### src/rtl/piso_tx.sv
// piso_tx: parallel-in serial-out transmitter, LSB first.
// Each bit is held DIV cycles; burst framed by s_valid and a done pulse.
module piso_tx #(
    parameter int N   = 4,
    parameter int DIV = 1
) (
    input  logic         clk,
    input  logic         reset,
    input  logic [N-1:0] d_in,
    input  logic         load,
    output logic         ready,
    output logic         s_out,
    output logic         s_valid,
    output logic         done
);

    localparam int BW = $clog2(N) + 1;
    localparam int DW = $clog2(DIV) + 1;
    localparam logic [BW-1:0] BIT_LAST = BW'(N - 1);
    localparam logic [DW-1:0] DIV_LAST = DW'(DIV - 1);

    typedef enum logic {
        IDLE,
        SHIFT
    } state_t;

    state_t        state;
    state_t        state_nx;
    logic [N-1:0]  sh;
    logic [N-1:0]  sh_nx;
    logic [BW-1:0] bit_cnt;
    logic [BW-1:0] bit_nx;
    logic [DW-1:0] div_cnt;
    logic [DW-1:0] div_nx;
    logic          done_nx;
    logic          div_end;
    logic          bit_end;

    assign div_end = (div_cnt == DIV_LAST);
    assign bit_end = (bit_cnt == BIT_LAST);

    always_ff @(posedge clk or posedge reset) begin
        if (reset) begin
            state <= IDLE;
        end else begin
            state <= state_nx;
        end
    end

    always_comb begin
        state_nx = state;
        sh_nx    = sh;
        bit_nx   = bit_cnt;
        div_nx   = div_cnt;
        done_nx  = 1'b0;
        unique case (state)
            IDLE: begin
                if (load) begin
                    sh_nx    = d_in;
                    bit_nx   = '0;
                    div_nx   = '0;
                    state_nx = SHIFT;
                end
            end
            SHIFT: begin
                if (div_end) begin
                    div_nx = '0;
                    sh_nx  = {1'b0, sh[N-1:1]};
                    bit_nx = bit_cnt + 1'b1;
                    if (bit_end) begin
                        bit_nx   = '0;
                        done_nx  = 1'b1;
                        state_nx = IDLE;
                    end
                end else begin
                    div_nx = div_cnt + 1'b1;
                end
            end
            default: state_nx = IDLE;
        endcase
    end

    always_ff @(posedge clk or posedge reset) begin
        if (reset) begin
            sh      <= '0;
            bit_cnt <= '0;
            div_cnt <= '0;
            done    <= 1'b0;
        end else begin
            sh      <= sh_nx;
            bit_cnt <= bit_nx;
            div_cnt <= div_nx;
            done    <= done_nx;
        end
    end

    // outputs decode registered state only; s_out forced low outside a burst
    assign ready   = (state == IDLE);
    assign s_valid = (state == SHIFT);
    assign s_out   = s_valid & sh[0];

endmodule

### config.mk
export PLATFORM = sky130hd
export DESIGN_NAME = piso_tx
export DESIGN_NICKNAME = d
export VERILOG_FILES = /design/src/rtl/piso_tx.sv
export SDC_FILE = /design/constraint.sdc
export NUM_CORES = 1
export LEC_CHECK = 0
export CAP_MARGIN = 30
export CORE_MARGIN = 2
export CORE_UTILIZATION = 25
export DETAILED_ROUTE_END_ITERATION = 7
export PLACE_DENSITY_LB_ADDON = 0.2
export SYNTH_ARGS = -nofsm -noshare
export SYNTH_HDL_FRONTEND = slang
export SYNTH_SLANG_ARGS = --single-unit
### constraint.sdc
create_clock -name clk -period 1.7 [get_ports clk]
set_input_delay 0.425 -clock clk [delete_from_list [all_inputs] [get_ports clk]]
set_output_delay 0.425 -clock clk [all_outputs]
set_load 0.03 [all_outputs]
# ---- Word-level counts from Yosys, hierarchy flattened
# Cells that the tools add are included.
dict set report word_totals {
  inputBits 7
  wordCells 30
  register_bits 10
}
dict set report classes {
  n_eq_ne 3
  add_sub_neg 2
  n_mux 17
  bitwise_logic 2
  reduce_logical 1
}
# operator n
set ops {}
lappend ops {{two-way mux 3 bit} 3}
lappend ops {{two-way mux 1 bit} 8}
lappend ops {{two-way mux 4 bit} 2}
lappend ops {{case mux 4 bit (2 select lines)} 1}
lappend ops {{case mux 3 bit (2 select lines)} 1}
lappend ops {{!= test 2 bit (second input constant)} 2}
lappend ops {{case mux 1 bit (2 select lines)} 2}
lappend ops {{adder 3 x 1 -> 3 bit (second input constant)} 1}
lappend ops {{== test 3 x 2 -> 1 bit (second input constant)} 1}
lappend ops {{AND reduction 2 bit} 1}
lappend ops {{adder 1 bit (second input constant)} 1}
lappend ops {{bitwise AND 1 bit} 1}
lappend ops {{inverter 1 bit} 1}

# ---- Logic depth before layout (Yosys ltp)
dict set report depth {
  ltp_word 4
  depth_mapped 3
}

# ---- Least setup slack after synthesis
# No wires, ideal clock.
dict set report synth_path {
  path_kind {register to output}
  from {reg state, in the netlist s_valid}
  to {out ready}
  arrival_ns 0.924
  path_stages_with_launch 3
  slack_ns 0.351
  required_ns 1.275
  path_cell_list {dfrtp_1 -> buf_6 -> inv_1}
}
dict set report synth_via {
  elab_chain_cells 1
}
# item line
set synth_lines {}
lappend synth_lines {{from (decl)} 27} ;# state_t state;
lappend synth_lines {{from (signal assigned)} 46} ;# state <= state_nx;
lappend synth_lines {{inverter 1 bit} -}
lappend synth_lines {{to (decl)} 11} ;# output logic ready,
# Every way passes these cells.

# ---- Final worst setup path
# Ends and elaborated chain as after synthesis.

==> summary.txt <==
Initial DRT Pass Iterations = 4
Synth top area cells = dfrtp_1, mux2i_1, buf_6, o21ai_0, nand2_1
Critical path, cell by cell = buf_4, inv_1, buf_4
Clock power share = 0.175
Cell Area, Synth = 424 um2
Peak VDD IR = 0.000749 V
Final setup viols = 0
Synth Area in Adders = 0.0295
CTS root buf = clkbuf_4
Largest net degree at the start of global routing = 11
Total power = 942 uW
CTS tree = done
CP Capture Type = output port
Initial core utilization = 0.275
Final nets = 60
Unrepaired setup endpoints after global routing = no
Seq/Total Area, Yosys = 0.531
Clk slew on worst S/H paths = 0.06 ns
Synth Warn # = 0
Worst Max-Slew Pin Slew = 0.349 ns
Status = completed
Most frequent CP cell = buf_4
Longest Clk Path Bufs = 2
Post-route insts no fill = 67
Max-slew headroom = 0.767
Core ar. = 1540 um2
H-tree depth = 1
Top-count cell post-synth = dfrtp_1
Arrival time at the worst endpoint = 1.04 ns
Internal Power = 580 uW
Post-Synth Simple-Gate Area = 0.171
CTS hold repair buffers = 0
Hold Vio Cnt, Final = 0
Max Slew Vio Count = 0
Total GRT Usage = 0.0902
Routed wire per std cell = 10.6 um
Max-cap violation count = 0
Cell area after layout = 558 um2
Post-synthesis mux area share = 0.0944
Achievable Freq = 685 MHz
Mapped Cells = 37
P per Cell Area = 1690 nW/um2
Synth Register Bits = 9
Top-Level Pins = 11
TritonCTS buffer count = 3
Routed Antenna Nets = 0
Post-DP HPWL = 536 um
Fillers = 164
Iter 0 DRT Violations = 5
Final wirelength = 711 um
Place WS = 0.177 ns
Placed inst area = 529 um2
Largest family of logic cells by synthesized area = simple AND/OR/NAND/NOR gates
Final period util = 0.859
Kind of critical path = register to output port
Vias in the first global route = 305
GR Overflow Total = 0
Sw Ratio = 0.384
Leak = 0.289 nW
Logic pwr share = 0.474
Synth top area share = 0.531
Slack of the critical path = 0.240 ns
Avg Inst Size Synth = 11.5 um2
Ys flop type = dfrtp_1
PostCTS Resize Cnt = 0
Initial antenna violation count = 0
Synth area leader = dfrtp_1
EDFF count, synth = 0
Synth Area in Compound Gates = 0.103
Setup_tns = 0 ns
Die area = 2040 um2
Crit-path slowest cell = dfrtp_1
Switching pwr = 361 uW
Post-synth top cells = dfrtp_1, mux2i_1, nand2_1, o21ai_0
Critical Path RT = 1.27 ns
Worst Skew = 0.000577 ns
Residual DRC = 0
Post-synthesis xor/xnor area fraction = 0
Area delta synth->final = 31.6%
Ant. Diodes = 0
Port bufs = 10
CP peak stage delay = 0.40 ns
Via density = 4.36
Flop-to-flop setup slack = 0.66 ns
Yosys cell types = 17
Via count = 292
GP Congestion = 0.631
Die Width = 45.2 um
Reg power frac = 0.351
Synthesized Nets = 45
Chip Height = 45.2 um
Placed insts = 63
First-pass GRT wire length = 1220 um
FFs w/ async S/R, synth = 1.00
Tmin final = 1.46 ns
CP Launch Type = register
Layout cells sized above 1 = 0.235
Post-CTS setup buffers = 0
Crit-path max FO = 10
Clk sinks = 9
Hold Path Class = primary input to asynchronous set/reset pin
Placement Rows = 14
Later-pin clock latency in the skew report = 0.26 ns
[placed cells by master, fill, tap and decap left out]
master | synthesis | routed
nor2_1 | 2 | 2
nor2b_1 | 1 | 1
o2bb2ai_2 | 1 | 1
o2bb2ai_1 | 1 | 1
ha_1 | 1 | 1
mux2i_1 | 4 | 4
clkbuf_1 | 0 | 1
o21ai_0 | 3 | 3
nand2_1 | 4 | 4
dfrtp_1 | 9 | 9
clkdlybuf4s50_1 | 0 | 6
nand2b_1 | 2 | 2
inv_1 | 2 | 2
nand2_4 | 1 | 1
clkbuf_4 | 0 | 3
a21oi_1 | 1 | 1
nor2_2 | 1 | 1
and2_2 | 1 | 1
and3_1 | 1 | 1
dlymetal6s2s_1 | 0 | 1
buf_4 | 0 | 5
[cell families after synthesis]
group / after synthesis
AOI/OAI and AO/OA: 6
muxes: 4
buffers and inverters: 4
and+or+nand+nor: 13
adders and majority gates: 1
DFF: 9
[layout make-up]
cell class / instances / area (um2) / share of cell area
sequential: 9 / 225 / 0.404
multi-input combinational: 24 / 169 / 0.303
timing repair buffer: 12 / 110 / 0.197
clock buffer: 4 / 26.3 / 0.0471
tap: 16 / 20.0 / 0.0359
inverter: 2 / 7.51 / 0.0135
[final timing paths]
path                       cells past startpoint         end        from
min in group clk                               1        done  bit_cnt[2]
setup / recovery                               3       ready     s_valid
max in group asynchronous                      2       sh[3]       reset
hold / removal                                 2       sh[1]       reset
setup reg to reg                               3  bit_cnt[0]  bit_cnt[1]
hold reg to reg                                1        done  bit_cnt[2]
[power by group through the flow]
stage               Sequential [mW]  Clock (mW)  Combinational, mW
global placement              0.336           0              0.446
CTS                           0.332       0.178              0.454
floorplan                     0.377           0              0.279
global route                  0.344       0.186              0.484
finish                        0.331       0.165              0.446
detailed placement            0.337           0              0.453
[state kept, by name (all words and copies together), names as in the netlist]
signal	cells
done	1
s_valid	1
sh	4
bit_cnt	3
[critical path: cells and delay by family, from the launching register on]
| kind | cells | cell delay, ns |
|---|---|---|
| buf+inv | 3 | 0.38 |
| flops | 1 | 0.40 |
[layer usage]
layer	global-route usage	vias to the layer above	wire length, um
li1	-	149	-
met1	0.101	135	351
met2	0.131	6	307
met3	0.0400	2	42
met4	0.0706	0	9
met5	0	-	0
[stage by stage]
stage	utilization	hold WS [ns]
finish	0.362	0.425
global route	0.362	0.469
CTS	0.360	0.434
detailed placement	0.343	0.444
global placement	0.343	0.437
floorplan	-	0.253
(Power assumes the default switching activity.)
==> variant (same settings) <==
Make the reset (`reset`) synchronous in 2 clocked blocks.
--- a/src/rtl/piso_tx.sv
+++ b/src/rtl/piso_tx.sv
@@ -39,7 +39,7 @@
     assign div_end = (div_cnt == DIV_LAST);
     assign bit_end = (bit_cnt == BIT_LAST);
 
-    always_ff @(posedge clk or posedge reset) begin
+    always_ff @(posedge clk) begin
         if (reset) begin
             state <= IDLE;
         end else begin
@@ -80,7 +80,7 @@
         endcase
     end
 
-    always_ff @(posedge clk or posedge reset) begin
+    always_ff @(posedge clk) begin
         if (reset) begin
             sh      <= '0;
             bit_cnt <= '0;
Function: differs if reset is asserted again (counterexample within 4 cycles, from zero or initial values and one cycle with reset high); with reset held inactive, the same outputs for 10 cycles.
==> variant against the original RTL <==
Design area fell by 7.6%; worst setup slack worse by 0.18 ns; synthesized area down 9.1%; largest cell class unchanged; routed wire length grew 2.8%; via count up 6.2%; count of clock-buffer cells in the layout did not move; sequential share of layout area shrank 5.4 points; sequential cell count stayed put; utilization shrank 1.2 points; final cell count increased by 1.5%.
Power is not compared: it rests on default switching activity, and its combinational part moved more than twofold at a synthesized area within 25%.
==> variant: results (changes against the original RTL) <==
stage	metric	value	unit	change
run_status	status	completed		
global_routing	number of global-route vias before repair	296		-3.0%
worst_hold_path	worst hold path type	reg2reg		
pwr	Switching Power	0.112	mW	
detailed_routing	vias per cell	4.56		+4.6%
placement	HPWL Detailed	547	microns	+2.2%
yosys	async set-reset flop share out of synthesis	0	%	-100 points
finish	Diodes inserted	0		unchanged
pwr	internal power	0.348	mW	
placement	dpl ws	0.166	ns	-0.0114 ns
timing	Slew @ Worst Pin	0.343	ns	-0.00579 ns
pwr	Leak Pwr	0.208	nW	
pwr	Max IR drop VDD	431	uV	
finish	Top Registers	sh: 4 flops, bit_cnt: 3 flops		
global_routing	largest net degree at the start of global routing	10		-1
clock_tree	H-tree depth	1		unchanged
clock_tree	Max Buffers Root-to-Sink	2		unchanged
worst_setup_path	crit path max fanout	1		-9
placement	dpl cell area	492	sq um	-7.1%
detailed_routing	DR iter-0 viols	3		-2
worst_setup_path	CP Data Arrival Time	1.22	ns	+0.18 ns
yosys	Synth warnings	0		unchanged
worst_setup_path	Crit path largest cell delay	0.66	ns	+0.26 ns
timing	Worst Skew	0.00113	ns	+0.000551 ns
global_routing	initial antenna violation count	0		unchanged
finish	Layout Nets	61		+1.7%
detailed_routing	Residual DRC	0		unchanged
pwr	Gate power share	15.7	%	
clock_tree	cts bufs inserted	3		unchanged
clock_tree	clk slew on worst S/H paths	0.06	ns	about the same
timing	Pins Over Slew Limit	0		unchanged
yosys	sequential element share of the synthesized area	46.8	%	-6.3 points
yosys	Syn Area/Cell	9.88	sq um	-14%
global_routing	first-pass GRT wire length	1.21	mm	-0.57%
placement	GP Congestion	0.602		-4.6%
global_routing	all-layer global routing usage	8.94	%	-0.075 points
pwr	Sequential Power Share	49.8	%	
yosys	Syn Nets	47		+4.4%
yosys	Synth top cells by count	9 x dfxtp_1, 4 x mux2i_1, 4 x nor2_1		
yosys	top post-synthesis cells by area	dfxtp_1 47%, mux2i_1 10%, a211oi_1 5.8%		
clock_tree	worst skew pair latency	0.25	ns	
yosys	Netlist cell types	18		+1
detailed_routing	drt first pass iters	2		-2
worst_setup_path	delay-heaviest family, CP	buffers and inverters		
clock_tree	CTS root buf	clkbuf_4		
worst_setup_path	CP max-delay cell	clkdlybuf4s50_1		
placement	Placed Cells	64		+1.6%
detailed_routing	Routed wire per std cell	10.8	microns	+1.3%
yosys	top_reg_cell synth	dfxtp_1		
placement	Port-buffer cells	10		unchanged
finish	Layout Cells excl Fill	68		+1.5%
finish	layout cells sized above 1	15.4	%	-8.1 points
-- variant: cell count changes in the layout (fill, tap and decap cells not counted), sizes merged, moves of 3 or more --
cell | unedited run | this run
a211oi | 0 | 3
dfrtp | 9 | 0
dfxtp | 0 | 9
nand2 | 5 | 1
nor3 | 0 | 3
o21ai | 3 | 0
-- variant: cell type report --
| class | instances | area, sq um |
|---|---|---|
| clock buffer | 4 | 26.3 |
| fill | 167 | 956 |
| inverter | 3 | 11.3 |
| multi-input combinational | 24 | 168 |
| sequential | 9 | 180 |
| tap | 16 | 20.0 |
| timing repair buffer | 12 | 110 |
-- variant: kinds of logic (layout without fill, tap and decap cells) --
family	Yosys count	after routing	synth area share (%)
AOI/OAI and AO/OA	7	7	13.0
muxes	4	4	10.4
adders and majority gates	1	1	3.25
buffers and inverters	6	19	9.74
DFF	9	9	46.8
and+or+nand+nor	12	12	16.9
-- variant: per-layer routing --
metal	routed length, microns	global-route usage, %	vias to the layer above	part of all wire (%)
li1	-	-	163	-
met2	322	12.2	6	44
met4	4	7.27	0	0.55
met1	361	11.1	139	49
met5	0	0	-	0
met3	43	2.98	2	5.9
-- variant: repair_timing --
action,CTS,global route
setup buffers,0,0
gates resized for setup,2,0
setup endpoints to repair,2,0
hold buffers,0,0
-- variant: final timing paths --
path,startpoint,endpoint,slack [ns],depth (start not counted)
worst max-delay path,done$_SDFF_PP0_,done,0.06,1
worst min-delay path,bit_cnt[2]$_SDFFE_PP0P_,bit_cnt[2]$_SDFFE_PP0P_,0.46,2
worst max register to register,bit_cnt[0]$_SDFFE_PP0P_,bit_cnt[1]$_SDFFE_PP0P_,0.67,4
worst min register to register,bit_cnt[2]$_SDFFE_PP0P_,bit_cnt[2]$_SDFFE_PP0P_,0.46,2
